File: src/rtl/coin_encoder.sv
// Front end for the vending FSM: synchronizes and debounces the coin and cancel
// inputs and turns each accepted event into a one-cycle coded strobe on in1/in2.
module coin_encoder #(
  parameter int DEBOUNCE_CYCLES = 4,
  parameter int TIMEOUT_CYCLES  = 1000,
  parameter int JAM_CYCLES      = 5000,
  parameter int CNT_W           = 16
) (
  input  logic clk,
  input  logic start,
  input  logic coin5_raw,
  input  logic coin10_raw,
  input  logic coin25_raw,
  input  logic cancel_raw,
  input  logic vend_done,
  output logic in1,
  output logic in2,
  output logic controle,
  output logic txn_open,
  output logic err_overrun,
  output logic err_jam
);

  localparam int SRC_N = 4;
  localparam int S5    = 0;
  localparam int S10   = 1;
  localparam int S25   = 2;
  localparam int SCAN  = 3;

  localparam int                DB_W     = $clog2(DEBOUNCE_CYCLES + 1);
  localparam logic [DB_W-1:0]   DB_LAST  = DB_W'(DEBOUNCE_CYCLES - 1);
  localparam logic [CNT_W-1:0]  TO_LAST  = CNT_W'(TIMEOUT_CYCLES - 1);
  localparam logic [CNT_W-1:0]  JAM_LAST = CNT_W'(JAM_CYCLES - 1);
  localparam logic [CNT_W-1:0]  JAM_MAX  = CNT_W'(JAM_CYCLES);

  logic [SRC_N-1:0] w_raw;
  logic [SRC_N-1:0] w_rise;
  logic [SRC_N-1:0] w_evt;
  logic [SRC_N-1:0] w_clr;
  logic [2:0]       w_jammed;

  logic [SRC_N-1:0] r_pend;
  logic [CNT_W-1:0] r_to_cnt;
  logic             r_in1;
  logic             r_in2;
  logic             r_controle;
  logic             r_txn_open;
  logic             r_err_overrun;

  logic             w_fire;
  logic [1:0]       w_code;
  logic             w_coin_vis;
  logic             w_open_eff;
  logic             w_timeout;

  assign w_raw = {cancel_raw, coin25_raw, coin10_raw, coin5_raw};

  genvar gi;
  generate
    for (gi = 0; gi < SRC_N; gi++) begin : g_src
      logic            r_sync1;
      logic            r_sync2;
      logic            r_deb;
      logic            r_deb_d;
      logic            r_armed;
      logic [DB_W-1:0] r_db_cnt;
      logic [DB_W-1:0] r_arm_cnt;

      always_ff @(posedge clk) begin
        if (start) begin
          r_sync1   <= 1'b0;
          r_sync2   <= 1'b0;
          r_deb     <= 1'b0;
          r_deb_d   <= 1'b0;
          r_armed   <= 1'b0;
          r_db_cnt  <= '0;
          r_arm_cnt <= '0;
        end else begin
          r_sync1 <= w_raw[gi];
          r_sync2 <= r_sync1;
          r_deb_d <= r_deb;
          if (r_sync2 != r_deb) begin
            if (r_db_cnt == DB_LAST) begin
              r_deb    <= r_sync2;
              r_db_cnt <= '0;
            end else begin
              r_db_cnt <= r_db_cnt + 1'b1;
            end
          end else begin
            r_db_cnt <= '0;
          end
          // A level already high out of reset must be seen settled low before it may fire.
          if (!r_armed) begin
            if (!r_deb && !r_sync2) begin
              if (r_arm_cnt == DB_LAST) begin
                r_armed <= 1'b1;
              end else begin
                r_arm_cnt <= r_arm_cnt + 1'b1;
              end
            end else begin
              r_arm_cnt <= '0;
            end
          end
        end
      end

      assign w_rise[gi] = r_deb & ~r_deb_d & r_armed;

      if (gi < 3) begin : g_jam
        logic [CNT_W-1:0] r_jam_cnt;
        logic             r_jammed;

        always_ff @(posedge clk) begin
          if (start) begin
            r_jam_cnt <= '0;
            r_jammed  <= 1'b0;
          end else if (r_deb) begin
            if (r_jam_cnt != JAM_MAX) begin
              r_jam_cnt <= r_jam_cnt + 1'b1;
            end
            if (r_jam_cnt == JAM_LAST) begin
              r_jammed <= 1'b1;
            end
          end else begin
            r_jam_cnt <= '0;
            r_jammed  <= 1'b0;
          end
        end

        assign w_jammed[gi] = r_jammed;
      end
    end
  endgenerate

  assign w_evt = w_rise & {1'b1, ~w_jammed};

  // A coin strobe on the outputs opens the transaction one cycle later; treat it as open already.
  assign w_coin_vis = r_controle & (r_in1 | r_in2);
  assign w_open_eff = r_txn_open | w_coin_vis;
  assign w_timeout  = w_open_eff & ~vend_done & (r_pend == '0) & (r_to_cnt == TO_LAST);

  always_comb begin
    w_clr  = '0;
    w_fire = 1'b0;
    w_code = 2'b00;
    if (r_pend[S25]) begin
      w_clr[S25] = 1'b1;
      w_fire     = 1'b1;
      w_code     = 2'b11;
    end else if (r_pend[S10]) begin
      w_clr[S10] = 1'b1;
      w_fire     = 1'b1;
      w_code     = 2'b10;
    end else if (r_pend[S5]) begin
      w_clr[S5] = 1'b1;
      w_fire    = 1'b1;
      w_code    = 2'b01;
    end else if (r_pend[SCAN]) begin
      w_clr[SCAN] = 1'b1;
      w_fire      = w_open_eff;
    end else if (w_timeout) begin
      w_fire = 1'b1;
    end
  end

  always_ff @(posedge clk) begin
    if (start) begin
      r_pend        <= '0;
      r_to_cnt      <= '0;
      r_in1         <= 1'b0;
      r_in2         <= 1'b0;
      r_controle    <= 1'b0;
      r_txn_open    <= 1'b0;
      r_err_overrun <= 1'b0;
    end else begin
      r_pend        <= (r_pend & ~w_clr) | w_evt;
      r_err_overrun <= |(w_evt & r_pend & ~w_clr);
      r_controle    <= w_fire;
      r_in1         <= w_fire & w_code[1];
      r_in2         <= w_fire & w_code[0];
      if (r_controle) begin
        r_txn_open <= r_in1 | r_in2;
      end else if (vend_done) begin
        r_txn_open <= 1'b0;
      end
      if (w_fire || vend_done) begin
        r_to_cnt <= '0;
      end else if (w_open_eff && (r_pend == '0) && (r_to_cnt != '1)) begin
        r_to_cnt <= r_to_cnt + 1'b1;
      end
    end
  end

  assign in1         = r_in1;
  assign in2         = r_in2;
  assign controle    = r_controle;
  assign txn_open    = r_txn_open;
  assign err_overrun = r_err_overrun;
  assign err_jam     = |w_jammed;

endmodule
File: config.mk
export PLATFORM = sky130hd
export DESIGN_NAME = coin_encoder
export DESIGN_NICKNAME = d
export VERILOG_FILES = /design/src/rtl/coin_encoder.sv
export SDC_FILE = /design/constraint.sdc
export NUM_CORES = 1
export LEC_CHECK = 0
export ABC_CLOCK_PERIOD_IN_PS = 4800
export BUFFER_PORTS_ARGS = -buffer_cell sky130_fd_sc_hd__buf_2
export CELL_PAD_IN_SITES_DETAIL_PLACEMENT = 1
export CELL_PAD_IN_SITES_GLOBAL_PLACEMENT = 2
export CORE_MARGIN = 2
export CORE_UTILIZATION = 42
export CTS_CLUSTER_SIZE = 12
export DETAILED_ROUTE_END_ITERATION = 8
export PLACE_DENSITY = 0.84
export SLEW_MARGIN = 40
export SYNTH_ARGS = -nofsm -noshare
export SYNTH_HDL_FRONTEND = slang
export SYNTH_SLANG_ARGS = --single-unit
File: constraint.sdc
create_clock -name clk -period 4.8 [get_ports clk]
set_input_delay 0.48 -clock clk [delete_from_list [all_inputs] [get_ports clk]]
set_output_delay 0.48 -clock clk [all_outputs]
set_load 0.01 [all_outputs]
==> results.json <==
{
  "syn_nets": 615,
  "switchingPower_uw": 497.8,
  "clockPowerShare": 0.537,
  "start_kind": "register",
  "vias": 4064,
  "fin_crit_sh": 0.4265,
  "first_global_vias": 4240,
  "reg2reg_setup_slack_ps": 2750,
  "setup.worst_path.end_class": "register",
  "status": "complete, no violations",
  "worstPathArrival_ps": 2380,
  "yosysTopAreaCell": "dfxtp_1",
  "dpl.hpwl_um": 7218,
  "grt_start_max_net_pins": 25,
  "synthCells": 581,
  "die_w_um": 114.8,
  "rows": 40,
  "synth_top_area_share": 0.4660,
  "clock-sinks": 120,
  "setup-tns-final_ps": 0,
  "ys_seq_area_frac": 0.4660,
  "worstPathCellList": "nor4_4 -> o2111ai_2 -> or2_4 -> or4_1 -> a21oi_1",
  "finClkSkew_ps": 6.480,
  "crit_start": "r_pend[1]",
  "initial_core_util": 0.4292,
  "ys_types": 44,
  "ioPinCount": 13,
  "drive_gt1_frac": 0.08483,
  "utilization": 0.4971,
  "wl_per_cell_um": 14.24,
  "first_pass_iters": 4,
  "totalPowerFinal_uw": 2413,
  "nets": 634,
  "numCtsBuffers": 17,
  "grt_pass1_wl_um": 18830,
  "synth_compound_area_frac": 0.07209,
  "worstSetupPathType": "reg2reg",
  "total_leakage_power_uw": 0.002202,
  "comb_power_share": 0.035,
  "setup_viol": 0,
  "routed_wl_um": 10820,
  "fin_ws_ps": 2753,
  "synth_mux_area_frac": 0.007767,
  "min_from": "coin10_raw",
  "worstPathRequired_ps": 5130,
  "hold_viol": 0,
  "yosys-top-cells-area": "dfxtp_1, nor2_1, ha_1",
  "max_freq_mhz": 488.5,
  "cts_resized": 0,
  "crit_path_end": "r_to_cnt[9]",
  "gp_congestion": 0.7319,
  "yosys_register_bits": 120,
  "synth_top_family_by_area": "simple AND/OR/NAND/NOR gates",
  "crit_family": "simple AND/OR/NAND/NOR gates",
  "slew_headroom": 0.5034,
  "drtIter0Drc": 157,
  "ys_warn_count": 0,
  "critical_path_buf_inv_count": 0,
  "synth-simple-area-share": 0.2801,
  "post-route-drc-count": 0,
  "ys.flop_type": "dfxtp_1",
  "dpl-instance-area_um2": 5358,
  "postSynthAreaPerCell_um2": 8.873,
  "syn2layout_area_growth_pct": 15.83,
  "htreeDepth": 4,
  "place_ws_ps": 2687,
  "vias_per_cell": 5.347,
  "worst-path-stages": 5,
  "p_per_area_nw_per_um2": 404.2,
  "final_cell_mix": "dfxtp_1, nor2_1, nand2_1, a21oi_1, inv_1",
  "slowest_delay_ps": 500,
  "synthAdderAreaFrac": 0.06553,
  "grt_antenna_before_repair": 0,
  "synth_area_um2": 5155,
  "switching_share": 0.2063,
  "rsz0062_at_grt": "false",
  "post_cts_buffers": 0,
  "grt_overflow": 0,
  "maxCapViolCount": 0,
  "reg2reg_from": "r_pend[1]",
  "worst_r2r_path_depth": 5,
  "clockRootBuffer": "clkbuf_16",
  "max-clock-path-buffers": 2,
  "cp_max_fo": 6,
  "hp-class": "in2reg",
  "antennaDiodeCount": 0,
  "synthXorXnorAreaFrac": 0.07646,
  "ctsHoldBuffers": 0,
  "final_common_cell": "dfxtp_1",
  "slew_viol_final": 0,
  "tritoncts": "yes",
  "r2r-end": "r_to_cnt[9]",
  "die_area_um2": 13180,
  "synth_edf_count": 0,
  "stdcell_area_um2": 5971,
  "die_h_um": 114.8,
  "irDropWorstVdd_v": 0.0002761,
  "crit_slowest_cell": "or4_1",
  "clkTransAtPathRegs_ps": 50,
  "power_frac_seq": 0.428,
  "tightest_slew_ps": 745.0,
  "period_minus_slack_ps": 2047,
  "clk_latency_ps": 410,
  "port_buffers": 12,
  "internal-power_uw": 1916,
  "postSynth.asyncResetShare": 0,
  "ant_nets": 0,
  "coreArea_um2": 12010,
  "grt_use_total": 0.1805
}
==> stage by stage <==
step           cells  hold slack [ps]
6_report         760            283.2
5_1_grt          760            277.6
4_1_cts          760            269.3
3_5_place_dp     728            393.0
3_3_place_gp     728            382.9
2_1_floorplan    581            376.2
==> layer usage <==
metal  global-route usage  share of wire  up-vias  wire [um]
met5                    0              0        -          0
met4              0.07470          0.014        0        148
met3              0.05904          0.030       11        322
met2               0.3136           0.50       41       5429
met1               0.2046           0.45     1983       4922
li1                     -              -     2029          -
==> power by group through the flow <==
stage | Combinational, uW | Sequential (uW) | Clock [uW]
2_1_floorplan | 67.9 | 1050 | 0
3_3_place_gp | 80.8 | 1050 | 0
3_5_place_dp | 86.8 | 1060 | 0
4_1_cts | 87.2 | 1030 | 1330
5_1_grt | 101 | 1040 | 1370
6_report | 84.5 | 1030 | 1300
==> sequential cells by signal, summed over array words and instances, names as in the netlist, 3 cells and up <==
register and flops:
g_src.g_jam.r_jammed 3, g_src.r_deb 4, g_src.r_armed 4, r_to_cnt 16, g_src.r_sync1 4, g_src.r_sync2 4, g_src.g_jam.r_jam_cnt 48, g_src.r_db_cnt 12
r_pend 4, g_src.r_deb_d 4, g_src.r_arm_cnt 12
==> layout make-up <==
cell class	count	area, um2
Fill cell	1411	6041
Tap cell	147	183.9
Timing Repair Buffer	13	67.56
Clock buffer	25	525.5
Multi-Input combinational cell	417	2587
Sequential cell	120	2402
Clock inverter	7	87.58
Inverter	31	116.4
==> worst min-delay path by stage <==
stage / endpoint / slack, ps / cells after the start
after CTS: g_src[1].r_sync1 / 270 / 2
after floorplan: r_pend[2] / 380 / 1
final: g_src[1].r_sync1 / 280 / 2
after global placement: r_pend[2] / 380 / 1
after global routing: g_src[1].r_sync1 / 280 / 2
after detailed placement: r_pend[2] / 390 / 1
==> Yosys cell counts (all sizes together) (2+ instances only) <==
library cell	instances
a21o	5
a21oi	32
a22oi	2
a32oi	3
and3	11
and4	7
and4b	2
clkbuf	12
dfxtp	120
ha	27
inv	31
mux2i	4
nand2	39
nand2b	7
nand3	28
nand3b	3
nand4	13
nor2	103
nor2b	14
nor3	13
nor3b	3
nor4	6
nor4b	6
nor4bb	3
o2111ai	2
o21ai	12
o31ai	3
or3	13
or4	4
xnor2	23
xor2	22
==> kinds of logic (layout without fill, tap and decap cells) <==
| family | after synthesis | count (layout) |
|---|---|---|
| AND/OR/NAND/NOR | 279 | 279 |
| flip-flops | 120 | 120 |
| AO/OA/AOI/OAI | 62 | 62 |
| XOR/XNOR | 45 | 45 |
| buffers and inverters | 44 | 76 |
| adder cells (fa/ha/maj) | 27 | 27 |
| multiplexers | 4 | 4 |
Power figures use the tool's default switching activity.
